**src/rtl/ysyx_2022040010_lsu_if.sv**
```systemverilog
// rtl/ysyx_2022040010_lsu_if.sv - pipeline and data-memory bus signals of the load/store unit
interface ysyx_2022040010_lsu_if;
    logic        ex_valid;
    logic        ex_we;
    logic [1:0]  ex_size;
    logic        ex_unsigned;
    logic [63:0] ex_addr;
    logic [63:0] ex_wdata;
    logic        stall;
    logic        mem_req;
    logic        mem_we;
    logic [63:0] mem_addr;
    logic [7:0]  mem_wstrb;
    logic [63:0] mem_wdata;
    logic        mem_gnt;
    logic        mem_rvalid;
    logic [63:0] mem_rdata;
    logic        resp_valid;
    logic [63:0] resp_data;
    logic        resp_err;

    modport master (
        input  ex_valid, ex_we, ex_size, ex_unsigned, ex_addr, ex_wdata,
        input  mem_gnt, mem_rvalid, mem_rdata,
        output stall, mem_req, mem_we, mem_addr, mem_wstrb, mem_wdata,
        output resp_valid, resp_data, resp_err
    );

    modport slave (
        output ex_valid, ex_we, ex_size, ex_unsigned, ex_addr, ex_wdata,
        output mem_gnt, mem_rvalid, mem_rdata,
        input  stall, mem_req, mem_we, mem_addr, mem_wstrb, mem_wdata,
        input  resp_valid, resp_data, resp_err
    );
endinterface

```
**src/rtl/ysyx_2022040010_lsu.sv**
```systemverilog
// rtl/ysyx_2022040010_lsu.sv - load/store unit: aligned bus request, lane extraction, timeout
module ysyx_2022040010_lsu #(
    parameter int TIMEOUT = 255
) (
    input logic                   clk,
    input logic                   rst,
    ysyx_2022040010_lsu_if.master bus
);
    localparam int CW = $clog2(TIMEOUT);

    typedef enum logic [1:0] {S_IDLE, S_REQ, S_WAIT, S_RESP} state_t;

    state_t      r_state;
    state_t      w_next;
    logic        r_we;
    logic        r_unsigned;
    logic [1:0]  r_size;
    logic [63:0] r_addr;
    logic [63:0] r_wdata;
    logic [7:0]  r_wstrb;
    logic [CW-1:0] r_cnt;
    logic [63:0] r_resp_data;
    logic        r_resp_err;

    logic        w_misaligned;
    logic        w_limit;
    logic [7:0]  w_base_mask;
    logic [63:0] w_lane;
    logic [63:0] w_load_data;

    always_comb begin
        w_misaligned = 1'b0;
        w_base_mask  = 8'h01;
        case (bus.ex_size)
            2'd0: begin w_misaligned = 1'b0;                w_base_mask = 8'h01; end
            2'd1: begin w_misaligned = bus.ex_addr[0];      w_base_mask = 8'h03; end
            2'd2: begin w_misaligned = |bus.ex_addr[1:0];   w_base_mask = 8'h0F; end
            default: begin w_misaligned = |bus.ex_addr[2:0]; w_base_mask = 8'hFF; end
        endcase
    end

    // The addressed lane is moved down to bit 0 before size extraction.
    assign w_lane = bus.mem_rdata >> {r_addr[2:0], 3'b000};

    always_comb begin
        w_load_data = w_lane;
        case (r_size)
            2'd0: w_load_data = r_unsigned ? {56'b0, w_lane[7:0]}  : {{56{w_lane[7]}},  w_lane[7:0]};
            2'd1: w_load_data = r_unsigned ? {48'b0, w_lane[15:0]} : {{48{w_lane[15]}}, w_lane[15:0]};
            2'd2: w_load_data = r_unsigned ? {32'b0, w_lane[31:0]} : {{32{w_lane[31]}}, w_lane[31:0]};
            default: w_load_data = w_lane;
        endcase
    end

    assign w_limit = (r_cnt == CW'(TIMEOUT - 1));

    always_ff @(posedge clk) begin
        if (rst) begin
            r_state <= S_IDLE;
        end else begin
            r_state <= w_next;
        end
    end

    always_comb begin
        w_next         = r_state;
        bus.stall      = 1'b0;
        bus.mem_req    = 1'b0;
        bus.mem_we     = 1'b0;
        bus.mem_addr   = 64'h0;
        bus.mem_wstrb  = 8'h0;
        bus.mem_wdata  = 64'h0;
        bus.resp_valid = 1'b0;
        bus.resp_data  = 64'h0;
        bus.resp_err   = 1'b0;
        case (r_state)
            S_IDLE: begin
                bus.stall = bus.ex_valid;
                if (bus.ex_valid) begin
                    w_next = w_misaligned ? S_RESP : S_REQ;
                end
            end
            S_REQ: begin
                bus.stall     = 1'b1;
                bus.mem_req   = 1'b1;
                bus.mem_we    = r_we;
                bus.mem_addr  = {r_addr[63:3], 3'b000};
                bus.mem_wstrb = r_wstrb;
                bus.mem_wdata = r_wdata;
                if (bus.mem_gnt) begin
                    w_next = S_WAIT;
                end else if (w_limit) begin
                    w_next = S_RESP;
                end
            end
            S_WAIT: begin
                bus.stall = 1'b1;
                if (bus.mem_rvalid) begin
                    w_next = S_RESP;
                end else if (w_limit) begin
                    w_next = S_RESP;
                end
            end
            default: begin
                bus.resp_valid = 1'b1;
                bus.resp_data  = r_resp_data;
                bus.resp_err   = r_resp_err;
                w_next         = S_IDLE;
            end
        endcase
    end

    // Completion in the limit cycle takes priority over the timeout abort.
    always_ff @(posedge clk) begin
        if (rst) begin
            r_we        <= 1'b0;
            r_unsigned  <= 1'b0;
            r_size      <= 2'd0;
            r_addr      <= 64'h0;
            r_wdata     <= 64'h0;
            r_wstrb     <= 8'h0;
            r_cnt       <= '0;
            r_resp_data <= 64'h0;
            r_resp_err  <= 1'b0;
        end else begin
            case (r_state)
                S_IDLE: begin
                    if (bus.ex_valid) begin
                        r_we        <= bus.ex_we;
                        r_unsigned  <= bus.ex_unsigned;
                        r_size      <= bus.ex_size;
                        r_addr      <= bus.ex_addr;
                        r_wdata     <= bus.ex_wdata << {bus.ex_addr[2:0], 3'b000};
                        r_wstrb     <= bus.ex_we ? (w_base_mask << bus.ex_addr[2:0]) : 8'h0;
                        r_cnt       <= '0;
                        r_resp_data <= 64'h0;
                        r_resp_err  <= w_misaligned;
                    end
                end
                S_REQ: begin
                    r_cnt <= r_cnt + CW'(1);
                    if (!bus.mem_gnt && w_limit) begin
                        r_resp_data <= 64'h0;
                        r_resp_err  <= 1'b1;
                    end
                end
                S_WAIT: begin
                    r_cnt <= r_cnt + CW'(1);
                    if (bus.mem_rvalid) begin
                        r_resp_data <= r_we ? 64'h0 : w_load_data;
                        r_resp_err  <= 1'b0;
                    end else if (w_limit) begin
                        r_resp_data <= 64'h0;
                        r_resp_err  <= 1'b1;
                    end
                end
                default: begin
                end
            endcase
        end
    end
endmodule

```
**src/flat_wrapper.sv**
```systemverilog
// flat-port wrapper written by rule: the top's interface ports become plain ports
module ysyx_2022040010_lsu_flat 
#(
    parameter int TIMEOUT = 255
)
  (clk, rst, bus_ex_valid, bus_ex_we, bus_ex_size, bus_ex_unsigned, bus_ex_addr, bus_ex_wdata, bus_mem_gnt, bus_mem_rvalid, bus_mem_rdata, bus_stall, bus_mem_req, bus_mem_we, bus_mem_addr, bus_mem_wstrb, bus_mem_wdata, bus_resp_valid, bus_resp_data, bus_resp_err);
  ysyx_2022040010_lsu_if bus_i ();
  input logic clk;
  input logic rst;
  input wire logic [$bits(bus_i.ex_valid)-1:0] bus_ex_valid;
  input wire logic [$bits(bus_i.ex_we)-1:0] bus_ex_we;
  input wire logic [$bits(bus_i.ex_size)-1:0] bus_ex_size;
  input wire logic [$bits(bus_i.ex_unsigned)-1:0] bus_ex_unsigned;
  input wire logic [$bits(bus_i.ex_addr)-1:0] bus_ex_addr;
  input wire logic [$bits(bus_i.ex_wdata)-1:0] bus_ex_wdata;
  input wire logic [$bits(bus_i.mem_gnt)-1:0] bus_mem_gnt;
  input wire logic [$bits(bus_i.mem_rvalid)-1:0] bus_mem_rvalid;
  input wire logic [$bits(bus_i.mem_rdata)-1:0] bus_mem_rdata;
  output wire logic [$bits(bus_i.stall)-1:0] bus_stall;
  output wire logic [$bits(bus_i.mem_req)-1:0] bus_mem_req;
  output wire logic [$bits(bus_i.mem_we)-1:0] bus_mem_we;
  output wire logic [$bits(bus_i.mem_addr)-1:0] bus_mem_addr;
  output wire logic [$bits(bus_i.mem_wstrb)-1:0] bus_mem_wstrb;
  output wire logic [$bits(bus_i.mem_wdata)-1:0] bus_mem_wdata;
  output wire logic [$bits(bus_i.resp_valid)-1:0] bus_resp_valid;
  output wire logic [$bits(bus_i.resp_data)-1:0] bus_resp_data;
  output wire logic [$bits(bus_i.resp_err)-1:0] bus_resp_err;
  assign bus_i.ex_valid = bus_ex_valid;
  assign bus_i.ex_we = bus_ex_we;
  assign bus_i.ex_size = bus_ex_size;
  assign bus_i.ex_unsigned = bus_ex_unsigned;
  assign bus_i.ex_addr = bus_ex_addr;
  assign bus_i.ex_wdata = bus_ex_wdata;
  assign bus_i.mem_gnt = bus_mem_gnt;
  assign bus_i.mem_rvalid = bus_mem_rvalid;
  assign bus_i.mem_rdata = bus_mem_rdata;
  assign bus_stall = bus_i.stall;
  assign bus_mem_req = bus_i.mem_req;
  assign bus_mem_we = bus_i.mem_we;
  assign bus_mem_addr = bus_i.mem_addr;
  assign bus_mem_wstrb = bus_i.mem_wstrb;
  assign bus_mem_wdata = bus_i.mem_wdata;
  assign bus_resp_valid = bus_i.resp_valid;
  assign bus_resp_data = bus_i.resp_data;
  assign bus_resp_err = bus_i.resp_err;
  ysyx_2022040010_lsu #(.TIMEOUT(TIMEOUT)) u_core (.clk(clk), .rst(rst), .bus(bus_i));
endmodule
```
**config.mk**
```make
export PLATFORM = sky130hd
export DESIGN_NAME = ysyx_2022040010_lsu_flat
export DESIGN_NICKNAME = d
export VERILOG_FILES = /design/src/rtl/ysyx_2022040010_lsu_if.sv /design/src/rtl/ysyx_2022040010_lsu.sv /design/src/flat_wrapper.sv
export SDC_FILE = /design/constraint.sdc
export NUM_CORES = 1
export LEC_CHECK = 0
export BUFFER_PORTS_ARGS = -buffer_cell sky130_fd_sc_hd__buf_2
export CELL_PAD_IN_SITES_DETAIL_PLACEMENT = 1
export CELL_PAD_IN_SITES_GLOBAL_PLACEMENT = 2
export CORE_MARGIN = 4
export CORE_UTILIZATION = 30
export DETAILED_ROUTE_END_ITERATION = 8
export PLACE_DENSITY = 0.81
export SETUP_SLACK_MARGIN = 0.15
export SLEW_MARGIN = 20
export SYNTH_ARGS = -nofsm -noshare
export SYNTH_HDL_FRONTEND = slang
export SYNTH_SLANG_ARGS = --single-unit
```
**constraint.sdc**
```tcl
create_clock -name clk -period 5.8 [get_ports clk]
set_input_delay 0.87 -clock clk [delete_from_list [all_inputs] [get_ports clk]]
set_output_delay 0.87 -clock clk [all_outputs]
set_load 0.01 [all_outputs]
```
# Yosys cells after proc, flatten, opt, wreduce, memory -nomap -nowiden
# Cells that the tools add are included.
[classes] n_addsub=1 n_eq_ne=10 shift=3 n_mux=35 reduce_logical=14
[ops] operator="64-bit 2-to-1 mux" count=11
[ops] operator="64-bit case mux with 3 select lines" count=2
[ops] operator="64-bit by 6-bit << shifter with 64-bit output" count=1
[ops] operator="64-bit by 6-bit right shift with 64-bit output" count=1
[ops] operator="8-bit 2-to-1 mux" count=3
[ops] operator="8-bit case mux with 3 select lines" count=1
[ops] operator="8-bit case mux with 2 select lines" count=1
[ops] operator="2-bit 2-to-1 mux" count=5
[ops] operator="8-bit by 1-bit adder with 8-bit output (second input constant)" count=1
[ops] operator="8-bit equality test (second input constant)" count=1
[ops] operator="1-bit 2-to-1 mux" count=8
[ops] operator="8-bit by 3-bit << shifter with 8-bit output" count=1
[ops] operator="2-bit by 1-bit equality test with 1-bit output (second input constant)" count=3
[ops] operator="2-bit equality test (second input constant)" count=3
[ops] operator="2-bit zero test" count=3
[ops] operator="1-bit case mux with 3 select lines" count=2
[ops] operator="2-bit case mux with 3 select lines" count=1
[ops] operator="3-bit OR reduction" count=2
[ops] operator="2-bit AND reduction" count=2
[ops] operator="4-bit AND reduction" count=1
[ops] operator="2-bit OR reduction" count=2
[ops] operator="3-bit by 2-bit != test with 1-bit output (second input constant)" count=1
[ops] operator="3-bit nonzero test" count=1
[ops] operator="2-bit by 1-bit != test with 1-bit output (second input constant)" count=1
[ops] operator="other kinds (5)" count=5
[word_totals] register_bits=215 in_bits=201 out_inout_bits=205 elab_cells=73

# Depth between registers and ports, before layout
# Gate-level depths: netlist of run 1.
[logic_depth] depth_word=6 depth_mapped=9 mapped_depth_nobuf=7

# Least setup slack after synthesis of run 1
# Ideal clock, no wire load.
[synth_path] kind="in2out" from="in bus_ex_valid" to="out bus_stall" arrival_time_ns=1.994 required_ns=4.930 setup_slack_ns=2.936 path_stages=6 n_path_buf=3 cell_sequence="and2_1 -> clkbuf_1 -> clkbuf_1 -> clkbuf_1 -> nor2_1 -> nor2_1"
[synth_via] elab_chain_len=1
[synth_rtl] element="from (decl)" line_no="flat_wrapper.sv:10" rtl="input wire logic [$bits(bus_i.ex_valid)-1:0] bus_ex_valid;"
[synth_rtl] element="1-bit case mux with 2 select lines" line_no="ysyx_2022040010_lsu.sv:76" rtl="case (r_state)"
[synth_rtl] element="to (decl)" line_no="flat_wrapper.sv:19" rtl="output wire logic [$bits(bus_i.stall)-1:0] bus_stall;"
# Every way passes these cells.

# Worst setup path after layout of run 1
[layout_path] from="reg u_core.r_addr[1]" to="reg u_core.r_resp_data[34]"
[layout_via] elab_chain_len=6 elab_cells_between_ends=8 cone_classes="1 x shift; 7 x mux"
[layout_rtl] element="from (decl)" line_no="ysyx_2022040010_lsu.sv:18" rtl="logic [63:0] r_addr;"
[layout_rtl] element="from (signal assigned)" line_no="ysyx_2022040010_lsu.sv:132" rtl="r_addr <= bus.ex_addr;"
[layout_rtl] element="64-bit by 6-bit right shift with 64-bit output *" line_no="ysyx_2022040010_lsu.sv:43" rtl="assign w_lane = bus.mem_rdata >> {r_addr[2:0], 3'b000};"
[layout_rtl] element="64-bit 2-to-1 mux, on equally long branches" line_no="ysyx_2022040010_lsu.sv:50, ysyx_2022040010_lsu.sv:48, ysyx_2022040010_lsu.sv:49"
[layout_rtl] element="64-bit case mux with 3 select lines *" line_no="ysyx_2022040010_lsu.sv:47" rtl="case (r_size)"
[layout_rtl] element="64-bit 2-to-1 mux *" line_no="ysyx_2022040010_lsu.sv:150" rtl="r_resp_data <= r_we ? 64'h0 : w_load_data;"
[layout_rtl] element="64-bit 2-to-1 mux *" line_no="ysyx_2022040010_lsu.sv:149" rtl="if (bus.mem_rvalid) begin"
[layout_rtl] element="64-bit case mux with 3 select lines *" line_no="ysyx_2022040010_lsu.sv:126" rtl="case (r_state)"
[layout_rtl] element="to (signal assigned)" line_no="ysyx_2022040010_lsu.sv:150"
[layout_rtl] element="to (decl)" line_no="ysyx_2022040010_lsu.sv:22" rtl="logic [63:0] r_resp_data;"
# Every way passes the cells marked *; elsewhere a longest branch is shown, timed or not.
# A chain may end at the register's enable or synchronous reset.

==> run summary, run 1 <==
POWER
----------------------------------------------------------------------------------
Peak VDD IR                                                               0.239 mV
Leakage power                                                              6.87 nW
Internal Dissipation                                                       3.37 mW
Switching power                                                            2.15 mW
Share of total power in combinational logic                                  0.355
Proportion of power drawn by flip-flops and latches                          0.343
Relative contribution of the clock network to total power                    0.302
Switching Share                                                              0.390
Total Power Consumption                                                    5.53 mW
PD cells                                                               351 nW/um^2

GLOBAL ROUTING
----------------------------------------------------------------------------------
Global-route wire length before repair                                79000 microns
Maximum number of pins on one net before global-route repair                   104
Global router's overall resource usage                                       0.221
Total grt overflow                                                               0
Number of antenna violations at the first check in global routing                7
Vias in the first global route                                               13100

CTS
----------------------------------------------------------------------------------
Worst-skew pair later-pin latency                                          0.54 ns
# hold bufs at CTS                                                               0
Sinks on Clock Net                                                             215
Root cell of the clock tree                                              clkbuf_16
Number of CTS-inserted buffers                                                  26
TritonCTS clock tree                                                           yes
Number of buffers inserted to repair setup after CTS                             0
Count of cells resized by post-cts repair                                        0
Maximum root-to-sink buffer count                                                3
H-tree Lvls                                                                      1
Clk slew on worst S/H paths                                                0.06 ns

SYNTHESIS
----------------------------------------------------------------------------------
Cell types with the largest area share after synthesis                dfxtp_1, and2_1, mux2i_1
Seq/Total Area, Yosys                                                        0.340
Unique cell type count in the Yosys netlist                                     66
EDFF count, synth                                                                0
Average cell area after synthesis                                       8.03 sq um
Yosys warns                                                                      0
Most used flip-flop cell after synthesis                                   dfxtp_1
Cell area after technology mapping                                     12700 sq um
Fraction of registers with async set or reset after synthesis                    0
Yosys top cell area share                                                    0.340
Post-synthesis instance total                                                 1578
Library cell occupying the most area in the post-synthesis netlist         dfxtp_1
FF+latch count, synth                                                          215

MIN PATH
----------------------------------------------------------------------------------
Hold Startpoint                                                       u_core.r_resp_data[46]
Kind of path behind the tightest hold check                           flop to flop

TIMING
----------------------------------------------------------------------------------
Post-route fraction of the period consumed by the critical path              0.644
Slew @ Worst Pin                                                           1.10 ns
Final slew viol count                                                            0
Slew Limit Headroom                                                          0.264
Total setup violations reported at the end of the flow                           0
Clock skew                                                              0.00761 ns
Worst-case hold slack                                                     0.445 ns
Setup repair after global routing missed its margin                             no
Final Hold Vio Count                                                             0
Total negative slack for setup checks                                         0 ns
Fin crit period                                                            3.73 ns
Highest clock frequency the design can meet                              0.268 GHz

PLACEMENT
----------------------------------------------------------------------------------
Placed Instance Area                                                   14800 sq um
Placed insts                                                                  2384
Routability Congestion                                                       0.909
IO buf count                                                                   402
Sum of net half-perimeters after detailed placement                   38800 microns

ROUTE
----------------------------------------------------------------------------------
Post-Route WL                                                         52700 microns
Via density per instance                                                      5.27
Final ANT Viol Nets                                                              0
Wire per inst                                                         21.6 microns
Detailed router's first-iteration violation count                              638
First drt pass iteration count                                                   5
Total number of vias                                                         12900
DRC violation count after routing                                                0

FLOORPLANNING
----------------------------------------------------------------------------------
Width of the die                                                       213 microns
Num rows                                                                        75
Core Footprint                                                         41900 sq um
Initial Util                                                                 0.303
Count of boundary I/O pins                                                     406
Floorplan die area                                                     45600 sq um
Height of the chip                                                     213 microns

CELLS AND AREA
----------------------------------------------------------------------------------
Leading cell type in the layout, fill and taps excluded                      buf_2
Area of all placed cells without fillers                               15700 sq um
Fin cells                                                                     2437
Most frequent cells in the layout                                     buf_2, nand2_1, dfxtp_1, and2_1, a21oi_1
Net total in the final layout                                                 2081
Area Growth Syn to Fin                                                       24.2%
Share of final-layout standard cells stronger than drive strength 1          0.279

SETUP PATH
----------------------------------------------------------------------------------
Largest driver fanout on the critical path                                      28
Required time at the worst-slack endpoint                                  6.22 ns
CP startpoint kind                                                            flop
Worst Setup SP                                                        u_core.r_addr[1]
Element type at the critical path end                                         flop
Reg-to-reg setup timing slack                                              2.07 ns
Data arrival time of the critical path                                     4.15 ns
Worst Path Class, Setup                                               flop to flop
Worst reg2reg startpoint                                              u_core.r_addr[1]

STATUS
----------------------------------------------------------------------------------
Outcome                                                                  completed

FLOW RUN
----------------------------------------------------------------------------------
Max_cap viols                                                                    0

==> sequential cells by signal, summed over array words and instances (netlist names) <==
register            cells
u_core.r_addr          64
u_core.r_resp_data     64
u_core.r_wdata         64
u_core.r_cnt            8
u_core.r_wstrb          8
u_core.r_size           2
u_core.r_state          2
u_core.r_resp_err       1
u_core.r_unsigned       1
u_core.r_we             1
==> final cells by class <==
cell class / instances / area (sq um)
diodes: 8 / 20.0
clock buffers: 41 / 788
clock inverters: 4 / 73.8
fillers: 5116 / 26100
inverters: 10 / 37.5
multi-input cells: 1206 / 7720
flip-flops and latches: 215 / 4310
well taps: 539 / 674
repair buffers: 414 / 2110
==> worst max-delay path: stages (launching register included) <==
cell,delay (ns)
dfxtp_2,0.74
buf_4,0.49
mux2i_1,0.40
a22oi_1,0.19
and3b_1,0.35
nor4_4,0.81
buf_4,0.46
o21ai_1,0.12
==> metrics by stage <==
| stage | util | setup slack [ns] |
|---|---|---|
| final | 0.376 | 2.07 |
| after global routing | 0.376 | 1.89 |
| after CTS | 0.375 | 2.11 |
| after detailed placement | 0.355 | 2.18 |
| after global placement | 0.355 | 2.28 |
| after floorplan | - | 2.94 |
==> synth_stat cells (all sizes together) (4+ instances only) <==
library cell	number
nor4	12
o21ai	62
dfxtp	215
mux2i	100
a31oi	8
a211oi	59
a22oi	34
a21o	8
and2	203
o221ai	16
nor3b	7
a32oi	7
nor2b	23
o31ai	17
nand3b	8
buf	51
xor2	4
a221o	8
or3	14
nand3	4
nand2b	13
nand2	218
a21oi	140
clkbuf	98
nor2	124
or2	4
mux2	25
inv	9
nand4	4
o211a	8
mux4	16
ha	7
nor3	15
o22ai	9
==> path summary, 6_finish.rpt <==
path | cells after the start | to
max | 7 | u_core.r_resp_data[34]
min | 2 | u_core.r_resp_data[46]
max reg2reg | 7 | u_core.r_resp_data[34]
min reg2reg | 2 | u_core.r_resp_data[46]
==> cells by family (layout without fill, tap and decap cells) <==
family	after synthesis	in the layout	share of synthesized area
AOI/OAI and AO/OA	392	392	0.205
xor gates and xnor gates	7	7	0.00484
adders and majority gates	7	7	0.00691
buffers and inverters	159	469	0.0548
DFF	215	215	0.340
muxes	141	141	0.130
other	1	11	0.000296
and+or+nand+nor	656	656	0.259
==> power groups by stage <==
stage,sequential (mW),combinational [mW],clock (mW)
after floorplan,1.82,1.40,0
after global routing,1.93,2.17,1.78
after detailed placement,1.92,1.97,0
final,1.90,1.96,1.67
after global placement,1.91,1.94,0
after CTS,1.89,1.98,1.71
==> per-layer routing <==
layer | share of wire | track usage | routed length [microns] | vias up
met3 | 0.082 | 0.0673 | 4310 | 64
li1 | - | - | - | 6115
met2 | 0.46 | 0.354 | 24000 | 439
met5 | 0 | 0 | 0 | -
met4 | 0.028 | 0.0636 | 1460 | 0
met1 | 0.43 | 0.289 | 22900 | 6232
Note: power is estimated with default switching activity, not from simulation.
==> run 2, diff against run 1 <==
- ABC_AREA: not set -> 1
- CORE_UTILIZATION: 30 -> 24
- PLACE_DENSITY: 0.81 -> 0.75
- clock period: 5.8 -> 3.3 ns (I/O delays scaled with it)
==> run summary, run 2 <==
STATUS
----------------------------------------------------------------------------------
Outcome                                                                  completed

SETUP PATH
----------------------------------------------------------------------------------
Max stage delay on crit path                                               0.46 ns
Logic depth of the worst register-to-register path                               9
Required time at the worst-slack endpoint                                  2.80 ns
Data arrival time of the critical path                                     2.40 ns
Largest driver fanout on the critical path                                      34
CP Depth                                                                         6
CP startpoint kind                                                            flop
Worst Path Class, Setup                                               flop to output port
Crit-path most repeated cell                                                 inv_1
Number of buffer and inverter instances along the worst setup path               4
Highest-delay cell along the critical path                                   buf_4
Sequence of cells on the critical path                                inv_1 -> ha_4 -> buf_4 -> nand2_1 -> inv_1 -> buf_2
Largest delay share family, worst path                                buffers and inverters
Element type at the critical path end                                  output port

ROUTE
----------------------------------------------------------------------------------
Via density per instance                                                      4.69
Detailed router's first-iteration violation count                              808
Final ANT Viol Nets                                                              0
Post-Route WL                                                         59500 microns
Top Layer Used                                                                met5
Total met2 wirelength after detailed routing                          30200 microns
Routed met1 length                                                    25200 microns
Total number of vias                                                         14800
Wire per inst                                                         18.9 microns
DRC violation count after routing                                                0
Detailed route wirelength on metal3                                   2340 microns
First drt pass iteration count                                                   5

TIMING
----------------------------------------------------------------------------------
Worst-case hold slack                                                     0.179 ns
Highest clock frequency the design can meet                              0.345 GHz
Final Hold Vio Count                                                             0
Total negative slack for setup checks                                         0 ns
Final slew viol count                                                            0
Post-route fraction of the period consumed by the critical path              0.877
Total setup violations reported at the end of the flow                           0
Setup repair after global routing missed its margin                             no
Slew @ Worst Pin                                                          0.876 ns
Clock skew                                                               0.0317 ns
Slew Limit Headroom                                                          0.416
Fin crit period                                                            2.90 ns

SYNTHESIS
----------------------------------------------------------------------------------
Yosys top cell area share                                                    0.325
Cell types with the largest area share after synthesis                dfxtp_1, nand2_1, inv_1
Seq/Total Area, Yosys                                                        0.325
Average cell area after synthesis                                       6.22 sq um
Library cell occupying the most area in the post-synthesis netlist         dfxtp_1
EDFF count, synth                                                                0
Yosys warns                                                                      0
Most used flip-flop cell after synthesis                                   dfxtp_1
Post-synthesis instance total                                                 2130
Leading post-synthesis cells by instance count                        nand2_1, inv_1, dfxtp_1, o21ai_0, nor2_1
Cell with the most instances after synthesis                               nand2_1
Cell area after technology mapping                                     13200 sq um
Fraction of registers with async set or reset after synthesis                    0
Unique cell type count in the Yosys netlist                                     48
FF+latch count, synth                                                          215

CTS
----------------------------------------------------------------------------------
H-tree Lvls                                                                      1
Count of cells resized by post-cts repair                                        0
Number of buffers inserted to repair setup after CTS                             0
Sinks on Clock Net                                                             215
TritonCTS clock tree                                                           yes
Number of CTS-inserted buffers                                                  28
Maximum root-to-sink buffer count                                                3
Clk slew on worst S/H paths                                                0.06 ns
# hold bufs at CTS                                                               0
Worst-skew pair later-pin latency                                          0.57 ns
Root cell of the clock tree                                              clkbuf_16

GLOBAL ROUTING
----------------------------------------------------------------------------------
Maximum number of pins on one net before global-route repair                    79
Global router's overall resource usage                                       0.193
Global-route wire length before repair                                91100 microns
Total grt overflow                                                               0
Number of antenna violations at the first check in global routing                9
Vias in the first global route                                               15500

CELLS AND AREA
----------------------------------------------------------------------------------
Net total in the final layout                                                 2638
Area of the multi-input gates                                           7090 sq um
Fill cells                                                                    7049
Storage cell area                                                       4310 sq um
Share of final-layout standard cells stronger than drive strength 1          0.239
Most frequent cells in the layout                                     nand2_1, buf_2, inv_1, dfxtp_1, o21ai_0
Fin cells                                                                     3153
Area Growth Syn to Fin                                                       24.7%
Leading cell type in the layout, fill and taps excluded                    nand2_1
Registers with the highest flip-flop counts                           u_core.r_addr (64), u_core.r_resp_data (64), u_core.r_wdata (64)

PLACEMENT
----------------------------------------------------------------------------------
Sum of net half-perimeters after detailed placement                   44600 microns
Placed insts                                                                  3096
IO buf count                                                                   402
Routability Congestion                                                       0.817

POWER
----------------------------------------------------------------------------------
Internal Dissipation                                                       6.14 mW
Switching Share                                                              0.454
Switching power                                                            5.10 mW
Relative contribution of the clock network to total power                    0.270
PD cells                                                               681 nW/um^2
Leakage power                                                              8.94 nW
Proportion of power drawn by flip-flops and latches                          0.295
Share of total power in combinational logic                                  0.435
Peak VDD IR                                                               0.332 mV
Total Power Consumption                                                    11.2 mW

MIN PATH
----------------------------------------------------------------------------------
Kind of path behind the tightest hold check                           input port to flop
Hold path cells                                                                  3

FLOW RUN
----------------------------------------------------------------------------------
Max_cap viols                                                                    0

FLOORPLANNING
----------------------------------------------------------------------------------
Core Footprint                                                         54200 sq um
Height of the chip                                                     243 microns
Count of boundary I/O pins                                                     406
Floorplan die area                                                     59000 sq um
Width of the die                                                       243 microns
Initial Util                                                                 0.244
Num rows                                                                        85

run 2: power by group through the flow:
| stage | combinational, mW | sequential, mW | clock (mW) |
|---|---|---|---|
| 2_1_floorplan | 3.58 | 3.26 | 0 |
| 3_3_place_gp | 4.88 | 3.34 | 0 |
| 3_5_place_dp | 4.96 | 3.36 | 0 |
| 4_1_cts | 4.97 | 3.31 | 3.10 |
| 5_1_grt | 5.47 | 3.37 | 3.22 |
| 6_report | 4.89 | 3.31 | 3.03 |
run 2: final timing paths:
check	from	to	slack, ns
hold / removal	bus_ex_addr[41]	u_core.r_addr[41]	0.18
setup reg to reg	u_core.r_state[1]	u_core.r_resp_data[35]	0.80
hold reg to reg	u_core.r_wstrb[5]	u_core.r_wstrb[5]	0.47
setup / recovery	u_core.r_state[1]	bus_mem_wdata[54]	0.40
run 2: layer usage:
| layer | global-route usage | up-vias |
|---|---|---|
| met1 | 0.232 | 7119 |
| met5 | 0 | - |
| li1 | - | 7288 |
| met4 | 0.0550 | 4 |
| met2 | 0.354 | 307 |
| met3 | 0.0297 | 82 |
run 2: layout make-up:
cell class,instances,area share
well taps,696,0.0528
multi-input cells,1476,0.430
inverters,284,0.0650
repair buffers,425,0.136
diodes,6,0.000910
flip-flops and latches,215,0.261
clock inverters,12,0.00644
clock buffers,39,0.0480
run 2: kinds of logic (layout without fill, tap and decap cells):
group | Yosys count | in the layout | share of synthesized area
AND/OR/NAND/NOR | 1013 | 1013 | 0.323
multiplexers | 15 | 15 | 0.0113
other | 1 | 9 | 0.000283
flip-flops | 215 | 215 | 0.325
adder cells (fa/ha/maj) | 7 | 7 | 0.00661
buffers and inverters | 441 | 760 | 0.142
AO/OA/AOI/OAI | 438 | 438 | 0.191
run 2: tightest hold or removal path: stages:
cell and delay (ns):
buf_2 0.07, o21ai_0 0.07, nor2_1 0.08
run 2: per-stage QoR:
step,instance area [sq um],setup slack [ns],util
final,16500,0.404,0.304
after global routing,16500,0.230,0.304
after CTS,16500,0.363,0.304
after detailed placement,15600,0.822,0.287
after global placement,15600,0.969,0.287
after floorplan,13200,1.25,-
